### config.mk
export PLATFORM = sky130hd
export DESIGN_NAME = counter_ctrl
export DESIGN_NICKNAME = d
export VERILOG_FILES = /design/src/rtl/counter_ctrl.sv
export SDC_FILE = /design/constraint.sdc
export NUM_CORES = 1
export LEC_CHECK = 0
export ABC_CLOCK_PERIOD_IN_PS = 1770
export BUFFER_PORTS_ARGS = -buffer_cell sky130_fd_sc_hd__buf_2
export CAP_MARGIN = 30
export CELL_PAD_IN_SITES_DETAIL_PLACEMENT = 1
export CELL_PAD_IN_SITES_GLOBAL_PLACEMENT = 1
export CORE_MARGIN = 4
export CORE_UTILIZATION = 38
export DETAILED_ROUTE_END_ITERATION = 8
export GPL_TIMING_DRIVEN = 0
export PLACE_DENSITY = 0.73
export SYNTH_ARGS = -nofsm -noshare
export SYNTH_HDL_FRONTEND = slang
export SYNTH_SLANG_ARGS = --single-unit
### constraint.sdc
create_clock -name clk -period 1.77 [get_ports clk]
set_input_delay 0.2655 -clock clk [delete_from_list [all_inputs] [get_ports clk]]
set_output_delay 0.2655 -clock clk [all_outputs]
set_load 0.02 [all_outputs]
### src/rtl/counter_ctrl.sv
// Run-control and configuration controller for a shared up-counter: owns the count
// register and provides a programmable terminal value, a prescaler, one-shot/periodic modes and a tc pulse.
module counter_ctrl #(
  parameter int WIDTH   = 4,
  parameter int PRESC_W = 4
) (
  input  logic               clk,
  input  logic               rst,
  input  logic               cfg_valid,
  output logic               cfg_ready,
  input  logic [WIDTH-1:0]   cfg_term,
  input  logic [PRESC_W-1:0] cfg_presc,
  input  logic               cfg_oneshot,
  input  logic               start,
  input  logic               stop,
  output logic [WIDTH-1:0]   count,
  output logic               busy,
  output logic               tc
);

  typedef enum logic {
    IDLE = 1'b0,
    RUN  = 1'b1
  } state_t;

  state_t             state_q, state_d;
  logic [WIDTH-1:0]   count_q, count_d;
  logic [PRESC_W-1:0] presc_cnt_q, presc_cnt_d;
  logic               tc_q, tc_d;
  logic [WIDTH-1:0]   term_q, term_d;
  logic [PRESC_W-1:0] presc_q, presc_d;
  logic               oneshot_q, oneshot_d;

  always_ff @(posedge clk) begin
    if (rst) begin
      state_q     <= IDLE;
      count_q     <= '0;
      presc_cnt_q <= '0;
      tc_q        <= 1'b0;
      term_q      <= '1;
      presc_q     <= '0;
      oneshot_q   <= 1'b0;
    end else begin
      state_q     <= state_d;
      count_q     <= count_d;
      presc_cnt_q <= presc_cnt_d;
      tc_q        <= tc_d;
      term_q      <= term_d;
      presc_q     <= presc_d;
      oneshot_q   <= oneshot_d;
    end
  end

  always_comb begin
    state_d     = state_q;
    count_d     = count_q;
    presc_cnt_d = presc_cnt_q;
    tc_d        = 1'b0;
    term_d      = term_q;
    presc_d     = presc_q;
    oneshot_d   = oneshot_q;

    // Config is only taken while idle, so a run never sees its parameters change.
    if (cfg_valid && (state_q == IDLE)) begin
      term_d    = cfg_term;
      presc_d   = cfg_presc;
      oneshot_d = cfg_oneshot;
    end

    if (stop) begin
      if (state_q == RUN) begin
        state_d     = IDLE;
        presc_cnt_d = '0;
      end
    end else if (start) begin
      state_d     = RUN;
      count_d     = '0;
      presc_cnt_d = '0;
    end else if (state_q == RUN) begin
      if (presc_cnt_q != presc_q) begin
        presc_cnt_d = presc_cnt_q + 1'b1;
      end else begin
        presc_cnt_d = '0;
        if (count_q != term_q) begin
          count_d = count_q + 1'b1;
        end else begin
          count_d = '0;
          tc_d    = 1'b1;
          if (oneshot_q) state_d = IDLE;
        end
      end
    end
  end

  assign count     = count_q;
  assign tc        = tc_q;
  assign busy      = (state_q == RUN);
  assign cfg_ready = (state_q == IDLE);

endmodule

After elaboration in Yosys (flattened, before gate mapping)
Cells that the tools add are included.
Operators by class
  bitwise operators: 2
  muxes and demuxes: 15
  $add $sub $neg: 2
  eq/ne operators: 4
  reduce and logical (&&, ||, !) cells: 6
Operators with widths (number)
  2-to-1 mux 4 bit: 9
  adder 4 x 1 -> 4 bit (second input constant): 2
  inequality test 4 bit: 2
  2-to-1 mux 1 bit: 6
  OR reduction 5 bit: 1
  AND reduction 3 bit: 1
  inequality test 2 x 1 -> 1 bit (second input constant): 1
  inequality test 2 bit (second input constant): 1
  NOT 1 bit: 2
  AND reduction 2 bit: 1
  nonzero test 2 bit: 1
  OR reduction 2 bit: 1
  logical AND 1 bit: 1
Storage, ports and cells
  word-level logic and storage cells: 36
  register bits after elaboration: 19
  output and inout port bits: 7
  bits of input ports: 14

Longest topological paths before layout
  depth after elaboration: 5
  depth in mapped cells: 4
  depth with buffers taken out: 4

Least setup slack after synthesis
OpenSTA, ideal clock, no wires.
  path type: register -> register
  start: reg count_q[0], in the netlist count[0]
  end: reg count_q[2], in the netlist count[2]
  data required time: 1696 ps
  clock period less this slack: 1275 ps
  cell stages (with the launch flop): 5
  data arrival time: 1201 ps
  path slack: 495 ps
  buffers on the path: 0
  library setup time: 74 ps
  path through: dfxtp_1 xnor2_1 a41oi_1 nand4_1 a31oi_1
On the way
  cells in the longest elaborated chain, start to end: 5
  elaborated cells between the ends (all ways): 6
  those cells by class: add/sub: 1; eq/ne: 1; mux: 4
RTL lines
  from (decl): RTL line 27  | logic [WIDTH-1:0] count_q, count_d;
  from (signal assigned): RTL line 45  | count_q <= count_d;
  adder 4 x 1 -> 4 bit / inequality test 4 bit (equally long branches): RTL line 85, 84
  2-to-1 mux 4 bit *: RTL line 84  | if (count_q != term_q) begin
  2-to-1 mux 4 bit *: RTL line 80  | if (presc_cnt_q != presc_q) begin
  2-to-1 mux 4 bit *: RTL line 79  | end else if (state_q == RUN) begin
  2-to-1 mux 4 bit *: RTL line 75  | end else if (start) begin
Every way passes the cells marked *; elsewhere a longest branch is shown, timed or not. The select of a mux whose other input is x is not followed.
A chain may end at the register's enable or synchronous reset.

Final worst setup path
  start: reg presc_cnt_q[0]
  end: reg state_q, in the netlist busy
On the way
  cells in the longest elaborated chain, start to end: 4
RTL lines
  from (decl): RTL line 28  | logic [PRESC_W-1:0] presc_cnt_q, presc_cnt_d;
  from (signal assigned): RTL line 46  | presc_cnt_q <= presc_cnt_d;
  inequality test 4 bit: RTL line 80
  2-to-1 mux 1 bit: RTL line 80
  2-to-1 mux 1 bit: RTL line 79
  2-to-1 mux 1 bit: RTL line 75
  to (signal assigned): RTL line 44  | state_q <= state_d;
  to (decl): RTL line 26  | state_t state_q, state_d;
No other way between the ends.

==> results.json <==
{
  "synthesis.yosys.warnings": 0,
  "wl_per_cell_um": 14.9,
  "synthToLayoutAreaGrowth_pct": 16.5,
  "synth.lib_cells_used.distinct": 29,
  "synth_top_cell_area_share": 0.397,
  "vias_per_cell": 5.48,
  "num_rows": 17,
  "n_antenna_cell": 0,
  "status": "finished, final reports clean",
  "cp_data_arrival_time_ns": 1.72,
  "cts_tree": "yes",
  "post-place-cells": 159,
  "netlist_instances": 112,
  "avgSynthCellArea_sq_um": 8.55,
  "timing.critical_path.cells": "xnor2_1 > nand4_1 > o31ai_1 > a211oi_1",
  "detail_route.iter0.violations": 29,
  "criticalPathCategory": "flop to flop",
  "register_bit_total_from_synthesis": 19,
  "port_buffers": 19,
  "irDropWorstVdd_v": 0.000502,
  "critical_path.max_fanout": 5,
  "setup_viol_count_final": 0,
  "finalHoldViolations": 0,
  "yosysSeqAreaShare": 0.397,
  "hold_slack_ns": 0.173,
  "fmaxAchievable_mhz": 644,
  "post_cts_setup_buffers": 0,
  "layout.nets": 152,
  "synth_area_leaders": "dfxtp_1, nand2_1, xnor2_1, nand3b_1, nand4_1",
  "start_util": 0.417,
  "synth.net_count": 128,
  "core-area_sq_um": 2300,
  "routed_wl_um": 2430,
  "maxCapViolations": 0,
  "grt_pass1_wl_um": 4200,
  "drc_errors": 0,
  "cp_data_required_time_ns": 1.94,
  "detailedRoute.firstPassIterationCount": 4,
  "cts_htree_levels": 1,
  "die-height_um": 58.2,
  "die_area_sq_um": 3390,
  "finalCritPeriodShare": 0.877,
  "pin_count": 21,
  "synth.largest_area_cell": "dfxtp_1",
  "cts-resized-gates": 0,
  "worst_setup_path_end_kind": "flop",
  "drive_gt1_frac": 0.207,
  "hp-class": "input pin to flop",
  "via_count_of_the_first_global_routing_pass": 890,
  "rsz0062_at_grt": "no",
  "cpPeakStageDelay_ns": 0.38,
  "clock-skew-final_ns": 0.00497,
  "slew-limit-headroom": 0.674,
  "synth_area_sq_um": 957,
  "overflow": 0,
  "report.final.slew_viol_count": 0,
  "power-per-cell-area_nw_per_um2": 726,
  "grt_max_degree": 12,
  "hpwlAfterDp_um": 1860,
  "grt_antenna_before_repair": 0,
  "worst_skew_pair.late_latency_ns": 0.30,
  "post_cts_hold_buffer_count": 0,
  "final_cells": 163,
  "n_fill_cell": 294,
  "cts.root.buffer_cell": "clkbuf_4",
  "num_vias": 893,
  "period_needed_ns": 1.55,
  "worst_setup_hold_path_clk_slew_ns": 0.12,
  "critical-path-slowest-cell": "dfxtp_1",
  "final_antenna_net_count": 0,
  "die_w_um": 58.2,
  "numCtsBuffers": 3,
  "cts.sink_count": 19,
  "max_slew.worst_pin.slew_ns": 0.489,
  "power.leakage_uw": 0.000425,
  "grtUsageTotal": 0.157,
  "finalWeightedCongestion": 0.786,
  "clock_path_buffers": 2,
  "crit_path_start_kind": "flop",
  "fin_tns_setup_ns": 0
}
layout make-up:
type,count,area [sq um],share of cell area
Multi-Input combinational cell,86,539,0.484
Sequential cell,19,380,0.341
Timing Repair Buffer,19,95.1,0.0853
Tap cell,28,35.0,0.0314
Buffer,4,26.3,0.0236
Clock buffer,3,22.5,0.0202
Inverter,3,11.3,0.0101
Clock inverter,1,5.00,0.00449
cell usage in the layout, fill, tap and decap left out, drive strengths merged:
master,instances
o211ai,4
nand3,4
nand3b,7
a32oi,1
nand2b,2
clkinv,1
a21oi,8
ha,2
xnor2,8
buf,21
or2,1
a211oi,1
nand2,23
inv,3
nand4bb,1
a41oi,3
o31ai,1
nor4,1
nor2,4
and2,1
nor2b,2
nand4,7
clkbuf,5
and4,1
a31oi,4
dfxtp,19
critical path, delay by kind of cell (launching register included):
| kind | cells | cell delay, ns |
|---|---|---|
| DFF | 1 | 0.38 |
| and+or+nand+nor | 1 | 0.30 |
| AOI/OAI and AO/OA | 2 | 0.44 |
| xor gates and xnor gates | 1 | 0.31 |
metal layers:
metal	up-vias	wire, um	track usage
li1	456	-	-
met1	417	1250	0.230
met2	18	1080	0.239
met3	2	86	0.0267
met4	0	18	0.0364
met5	-	0	0
cells in the mapped netlist:
library cell / count
a211oi_1: 1
a21oi_1: 8
a31oi_1: 4
a32oi_1: 1
a41oi_1: 2
a41oi_2: 1
and2_1: 1
and4_4: 1
buf_1: 1
buf_8: 1
clkbuf_1: 2
dfxtp_1: 19
ha_1: 2
inv_1: 2
inv_2: 1
nand2_1: 23
nand2b_1: 2
nand3_1: 4
nand3b_1: 7
nand4_1: 7
nand4bb_1: 1
nor2_1: 4
nor2b_1: 2
nor4_1: 1
o211ai_1: 4
o31ai_1: 1
or2_1: 1
xnor2_1: 7
xnor2_2: 1
cells by family after synthesis:
| group | share of synthesized area |
|---|---|
| DFF | 0.397 |
| and+or+nand+nor | 0.297 |
| AOI/OAI and AO/OA | 0.159 |
| adders and majority gates | 0.0261 |
| buffers and inverters | 0.0392 |
| xor gates and xnor gates | 0.0811 |
flip-flops by register name, indices dropped and copies added (netlist names):
signal	cells
presc_q	4
presc_cnt_q	4
busy	1
tc	1
term_q	4
oneshot_q	1
count	4
report_power, final:
group	total [uW]	leakage, uW	switching (uW)	internal (uW)
combinational	123	0.000252	74.2	49.3
clock	229	0.0000177	145	84.1
sequential	456	0.000155	12.9	443
total	809	0.000425	232	577
worst paths after layout:
kind                                  end  slack [ns]      startpoint  depth (start not counted)
worst max-delay path                 busy        0.22  presc_cnt_q[0]                          4
worst min-delay path            term_q[2]        0.17     cfg_term[2]                          3
worst max register to register       busy        0.22  presc_cnt_q[0]                          4
worst min register to register  oneshot_q        0.48       oneshot_q                          2
stage by stage:
step	power, uW	util	worst slack [ns]	area [sq um]
6_report	809	0.485	0.217	1110
5_1_grt	847	0.485	0.130	1110
4_1_cts	811	0.485	0.263	1110
3_5_place_dp	589	0.473	0.280	1090
3_3_place_gp	584	0.473	0.343	1090
2_1_floorplan	546	-	0.495	957
Note: power is estimated with default switching activity, not from simulation.
